### config.mk
export PLATFORM = sky130hd
export DESIGN_NAME = mem_stage
export DESIGN_NICKNAME = d
export VERILOG_FILES = /design/src/rtl/mem_stage.sv
export SDC_FILE = /design/constraint.sdc
export NUM_CORES = 1
export LEC_CHECK = 0
export ABC_AREA = 1
export CELL_PAD_IN_SITES_DETAIL_PLACEMENT = 1
export CELL_PAD_IN_SITES_GLOBAL_PLACEMENT = 1
export CORE_MARGIN = 2
export CORE_UTILIZATION = 26
export CTS_CLUSTER_DIAMETER = 200
export DETAILED_ROUTE_END_ITERATION = 8
export PLACE_DENSITY_LB_ADDON = 0.1
export SYNTH_ARGS = -nofsm -noshare
export SYNTH_HDL_FRONTEND = slang
export SYNTH_SLANG_ARGS = --single-unit
### constraint.sdc
create_clock -name clk_in -period 2.3 [get_ports clk_in]
set_input_delay 0.46 -clock clk_in [delete_from_list [all_inputs] [get_ports clk_in]]
set_output_delay 0.46 -clock clk_in [all_outputs]
set_load 0.005 [all_outputs]
### src/rtl/mem_stage.sv
// MEM pipeline stage: moves loads and stores one byte per cycle over a shared
// byte-wide RAM port, stalling the upstream pipeline until the access completes.
module mem_stage #(
    parameter int RAM_LAT = 1
) (
    input  logic        clk_in,
    input  logic        rst_in,
    input  logic        rdy_in,
    input  logic        forward,
    input  logic [4:0]  rd_addr,
    input  logic [31:0] rd_val,
    input  logic [6:0]  ins_type,
    input  logic [2:0]  ins_details,
    input  logic [31:0] mem_addr,
    input  logic [31:0] mem_val,
    output logic        output_forward,
    output logic [4:0]  output_rd_addr,
    output logic [31:0] output_rd_val,
    output logic        stall_req,
    output logic        mem_req,
    input  logic        mem_gnt,
    output logic [31:0] ram_a,
    output logic        ram_wr,
    output logic [7:0]  ram_dout,
    input  logic [7:0]  ram_din
);
    localparam logic [6:0] OP_LOAD  = 7'b0000011;
    localparam logic [6:0] OP_STORE = 7'b0100011;
    localparam logic [2:0] LAT      = 3'(RAM_LAT);

    typedef enum logic [2:0] {IDLE, REQ, ACCESS, WAIT, DONE} state_t;

    state_t      state;
    logic [2:0]  cnt;
    logic [31:0] buffer;

    logic        is_load;
    logic        is_store;
    logic        is_mem;
    logic [1:0]  last_idx;
    logic [1:0]  cap_idx;
    logic        last_byte;
    logic [31:0] ext_val;

    assign is_load   = (ins_type == OP_LOAD);
    assign is_store  = (ins_type == OP_STORE);
    assign is_mem    = is_load | is_store;
    assign last_idx  = ins_details[1] ? 2'd3 : {1'b0, ins_details[0]};
    assign last_byte = (cnt == {1'b0, last_idx});
    // RAM data lags the address by LAT cycles, so the byte arriving now belongs to cnt-LAT
    assign cap_idx   = 2'(cnt - LAT);

    assign ram_a    = mem_addr + {29'd0, cnt};
    assign ram_dout = mem_val[{cnt[1:0], 3'b000} +: 8];

    always_ff @(posedge clk_in) begin
        if (rst_in) begin
            state  <= IDLE;
            cnt    <= 3'd0;
            buffer <= 32'd0;
        end else if (rdy_in) begin
            case (state)
                IDLE: begin
                    if (is_mem) begin
                        state <= REQ;
                        cnt   <= 3'd0;
                    end
                end
                REQ: begin
                    if (mem_gnt) state <= ACCESS;
                end
                ACCESS: begin
                    if (is_load && cnt >= LAT) buffer[{cap_idx, 3'b000} +: 8] <= ram_din;
                    cnt <= cnt + 3'd1;
                    if (last_byte) state <= is_load ? WAIT : DONE;
                end
                WAIT: begin
                    buffer[{last_idx, 3'b000} +: 8] <= ram_din;
                    state <= DONE;
                end
                DONE: state <= IDLE;
                default: state <= IDLE;
            endcase
        end
    end

    always_comb begin
        ext_val = buffer;
        if (!ins_details[1]) begin
            if (ins_details[0]) ext_val = {{16{buffer[15] & ~ins_details[2]}}, buffer[15:0]};
            else                ext_val = {{24{buffer[7] & ~ins_details[2]}}, buffer[7:0]};
        end
    end

    // Outputs decode the current state; reset forces every control and writeback output low
    always_comb begin
        output_forward = 1'b0;
        output_rd_addr = 5'd0;
        output_rd_val  = 32'd0;
        stall_req      = 1'b0;
        mem_req        = 1'b0;
        ram_wr         = 1'b0;
        if (!rst_in) begin
            case (state)
                IDLE: begin
                    if (is_mem) begin
                        stall_req = 1'b1;
                    end else begin
                        output_forward = forward;
                        output_rd_addr = rd_addr;
                        output_rd_val  = rd_val;
                    end
                end
                REQ, WAIT: begin
                    mem_req   = 1'b1;
                    stall_req = 1'b1;
                end
                ACCESS: begin
                    mem_req   = 1'b1;
                    stall_req = 1'b1;
                    ram_wr    = is_store & rdy_in;
                end
                DONE: begin
                    if (is_load) begin
                        output_forward = forward;
                        output_rd_addr = rd_addr;
                        output_rd_val  = ext_val;
                    end
                end
                default: begin
                    stall_req = 1'b0;
                end
            endcase
        end
    end
endmodule

; ---- Word level (Yosys, flattened, before mapping)
; Cells that the tools add are included.
[op_classes]
add_sub_neg = 5
order_cmp = 1
eq_ne = 11
shift = 5
muxes = 33
n_bitwise = 5
n_reduce_logical = 8
[op_table]
columns = op, count
row1 = $mux W32, 6
row2 = $pmux W32 S2, 2
row3 = $bwmux W32, 2
row4 = $shift A8 B7 Y32 const A, 2
row5 = $shiftx A8 B7 Y32, 2
row6 = $add A32 B3 Y32, 1
row7 = $shiftx A32 B6 Y8, 1
row8 = $mux W3, 5
row9 = $mux W5, 3
row10 = $neg A5 Y7, 2
row11 = $pmux W3 S4, 1
row12 = $pmux W5 S2, 1
row13 = $mux W1, 9
row14 = $ne A2 B2 Y1 const B, 4
row15 = $eq A7 B2 Y1 const B, 1
row16 = $eq A7 B6 Y1 const B, 1
row17 = $eq A3 B2 Y1 const B, 2
row18 = $pmux W3 S2, 1
row19 = $reduce_and A3 Y1, 2
row20 = $pmux W1 S2, 2
row21 = $reduce_and A4 Y1, 1
row22 = $reduce_bool A2 Y1, 2
row23 = $add A3 B1 Y3 const B, 1
row24 = $and A1 B1 Y1, 3
row25 = 11 further kinds, 11
[totals]
ff_bits = 38
inputBits = 124
output_inout_bits = 81
word_cells = 71

; ---- Logic depth before layout (Yosys ltp)
[logic_depth]
depth_word = 7
depth_mapped = 13
mapped_depth_nobuf = 10

; ---- Worst setup path after synthesis
; No wires, ideal clock.
[synth_path]
path_type = input -> output
from = input port mem_addr[0]
to = output port ram_a[18]
arrival_time_ns = 1.735
path_slack_ns = 0.105
cell_stages = 9
cell_sequence = ha_1 > fa_1 > a21oi_1 > nor2_1 > nand2_1 > nor2_1 > nand2_1 > nor2_1 > xor2_1
[synth_between]
elab_chain_cells = 1
[synth_rtl]
columns = item, line_no
row1 = "start, declared", 14  ; input logic [31:0] mem_addr,
row2 = $add A32 B3 Y32, 53  ; assign ram_a = mem_addr + {29'd0, cnt};
row3 = "end, declared", 22  ; output logic [31:0] ram_a,
; Every way passes these cells.

; ---- Worst setup path in the final report
[layout_path]
from = register cnt[0]
to = output port ram_a[26]
[layout_between]
elab_chain_cells = 1
[layout_rtl]
columns = item, line_no
row1 = "start, declared", 34  ; logic [2:0] cnt;
row2 = "start signal, assigned", 74  ; cnt <= cnt + 3'd1;
row3 = $add A32 B3 Y32, 53
; Every way passes these cells.

==> summary.txt <==
Outcome
  – Run status: finished with violations
  – Failing checks: negative setup slack

Job
  – Max Cap Viol: 0

Floorplan
  – Die span in y: 130 µm
  – I/O pin count: 205
  – Number of cell rows: 46
  – CORE AREA: 15800 µm²
  – Full die area: 17000 µm²
  – Starting Density: 0.263
  – Chip Width: around 130 µm

CTS
  – Clock tree buffer depth: 2
  – H-tree lvl count: 2
  – Worst-Skew Late Latency: 0.29 ns
  – Clock-pin slew on the worst setup and hold paths: 0.06 ns
  – CTS sink cnt: 38
  – TritonCTS Buffers: 5
  – Clock tree from TritonCTS: done
  – Post-CTS Hold Buffers: 0
  – Root buf cell: clkbuf_16

GRT
  – Initial antenna violation count: 1
  – Overall Global Routing Usage: 0.229
  – Total global routing overflow: 0
  – Pin count of the biggest net entering global routing: 35
  – Vias in the first global route: approximately 6000
  – First-pass GRT wire length: 30800 µm

Layout
  – Register area: 763 µm²
  – Multi-input gate area in the final layout: about 3300 µm²
  – Final Non-Filler Cells: 1272
  – Final Cell Area: 7620 µm²
  – Final net count: 1187
  – Final Core Density: 0.483
  – Share of layout cells above drive strength 1: 0.299
  – Fill count: 2138
  – P&R area growth vs syn: 83.4%

Power
  – Worst vdd ir: 387 µV
  – Pwr dens: 585 nW/µm²
  – Total power: approximately 4.5 mW
  – Leak: 3.73 nW

Setup path
  – CP Max Fanout: 2
  – CP dominant cell by count: buf_6
  – Max stage delay on crit path: 0.36 ns
  – Startpoint types: flip-flop
  – WP data required: 1.84 ns
  – Type of the worst setup path: flip-flop to output pin
  – Critical Path, Cell by Cell: ha_4, fa_2, a21oi_2, nor2_2, nand2_2, nor2_4, buf_6, buf_6, nand4_1, xnor2_1, buf_2
  – Crit path DAT: 2.09 ns
  – Critical path's slowest cell: fa_2
  – Crit end category: output pin

Placed design
  – Worst slack, placed: -1.05 ns
  – DP Area: 7160 µm²
  – Port Buf Inserts: 204
  – Post-Place Cells: 1239
  – DP Wirelength: approximately 16000 µm
  – Placer Congestion: roughly 0.88

Yosys
  – Count of cell types in the netlist: 34
  – Post-synth top area share: 0.183
  – Post-synth EDFFs: 0
  – Post-synthesis cell count: 743
  – Dominant cell type by area after synthesis: dfxtp_1
  – Syn. warnings: 0
  – #FFs+latches synth: 38
  – Mapped Nets: just under 900
  – Top cells by area, synth: dfxtp_1, nor2_1, nand2_1, inv_1, nand4_1
  – FFs w/ async S/R, synth: 0
  – Sequential fraction of the synthesis area: 0.183
  – Post-synth top cells: nor2_1, nand2_1, inv_1
  – Post-synthesis area per instance: 5.59 µm²
  – Most frequent cell after synthesis: nor2_1
  – Post-synth top flop: dfxtp_1
  – Synth Cell Area: 4150 µm²

Worst hold path
  – Tightest Hold Check Type: flip-flop to flip-flop

Routing
  – Post-DRT Antenna Nets: 0
  – Routed wire length: 19900 µm
  – # DRC: 0
  – Initial drt markers: 191
  – Via Count: 5951
  – Per-cell routed wire length: 15.7 µm
  – Vias per cell: 4.68
  – First drt pass iteration count: 4

Timing
  – Final Cycle Share: 1.11
  – Fmax: 0.392 GHz
  – Tmin final: roughly 2.5 ns
  – RSZ-0062 raised after global routing: true
  – Final hold viol count: 0
  – Total negative slack: -4.37 ns
  – Worst hold slack: 0.464 ns
  – Slew HR: 0.680
  – Final WS setup: -0.248 ns
  – Max Slew Vio Count: 0
  – Worst Tran Pin Value: 0.480 ns
  – Final setup vio count: 33
  – Final Skew: 0.00433 ns
[worst paths after layout]
path,startpoint,to,slack [ns],cells past startpoint
worst max-delay path,cnt[0],ram_a[26],-0.25,11
worst min-delay path,buffer[1],buffer[1],0.46,2
worst max register to register,cnt[1],buffer[0],0.21,8
worst min register to register,buffer[1],buffer[1],0.46,2
[what timing repair did]
item	4_1_cts	5_1_grt
endpoints found under the setup margin	79	83
setup buffers	20	8
cloned	1	0
pin swaps	72	22
gates resized for setup	376	47
[worst max-delay path, delay by kind of cell (launching register included)]
| family | cells | cell delay [ns] |
|---|---|---|
| buf+inv | 3 | 0.36 |
| compound gates | 1 | 0.16 |
| flops | 1 | 0.34 |
| simple gates | 4 | 0.29 |
| fa+ha+maj | 2 | 0.52 |
| xor+xnor | 1 | 0.12 |
[sequential cells by signal, indices dropped and copies added (netlist names)]
name,cells
buffer,32
cnt,3
state,3
[cells in the final DEF (no fill, tap or decap), types with 13 or more instances in the layout]
| cell type | n |
|---|---|
| nor2_2 | 14 |
| a21oi_1 | 26 |
| buf_4 | 112 |
| dlygate4sd2_1 | 45 |
| nor2_1 | 152 |
| clkdlybuf4s50_1 | 96 |
| dfxtp_1 | 36 |
| nand2_2 | 21 |
| nand4_1 | 37 |
| inv_1 | 76 |
| xor2_1 | 22 |
| nand2_1 | 152 |
| o21ai_0 | 29 |
| o22ai_1 | 16 |
| nor2_4 | 15 |
| a22oi_1 | 13 |
| buf_2 | 53 |
| buf_6 | 17 |
[power by group]
group | switching (mW) | leakage [nW] | internal, mW | total (mW)
clock | 0.281 | 0.0739 | 0.430 | 0.711
sequential | 0.0402 | 0.307 | 0.695 | 0.736
combinational | 1.62 | 3.35 | 1.39 | 3.01
total | 1.94 | 3.73 | 2.52 | 4.46
[layout make-up]
type                            count  share of cell area
Antenna cell                        1            0.000328
Clock buffer                        7              0.0187
Clock inverter                      1            0.000657
Inverter                           89              0.0450
Multi-Input combinational cell    582               0.431
Sequential cell                    38               0.100
Tap cell                          216              0.0355
Timing Repair Buffer              338               0.369
[per-layer routing]
metal	vias up	wire length [µm]	GRT usage
met2	131	9980	0.422
met3	23	726	0.0244
met1	2800	8850	0.286
li1	2997	-	-
met5	-	0	0
met4	0	371	0.0588
[cell families (layout without fill, tap and decap cells)]
logic type,Yosys count,in the layout,share of synthesized area
AOI/OAI and AO/OA,98,98,0.133
other,0,1,0
xor gates and xnor gates,31,31,0.0654
adders and majority gates,9,9,0.0289
and+or+nand+nor,444,444,0.465
buffers and inverters,123,435,0.124
DFF,38,38,0.183
(Power assumes the default switching activity.)
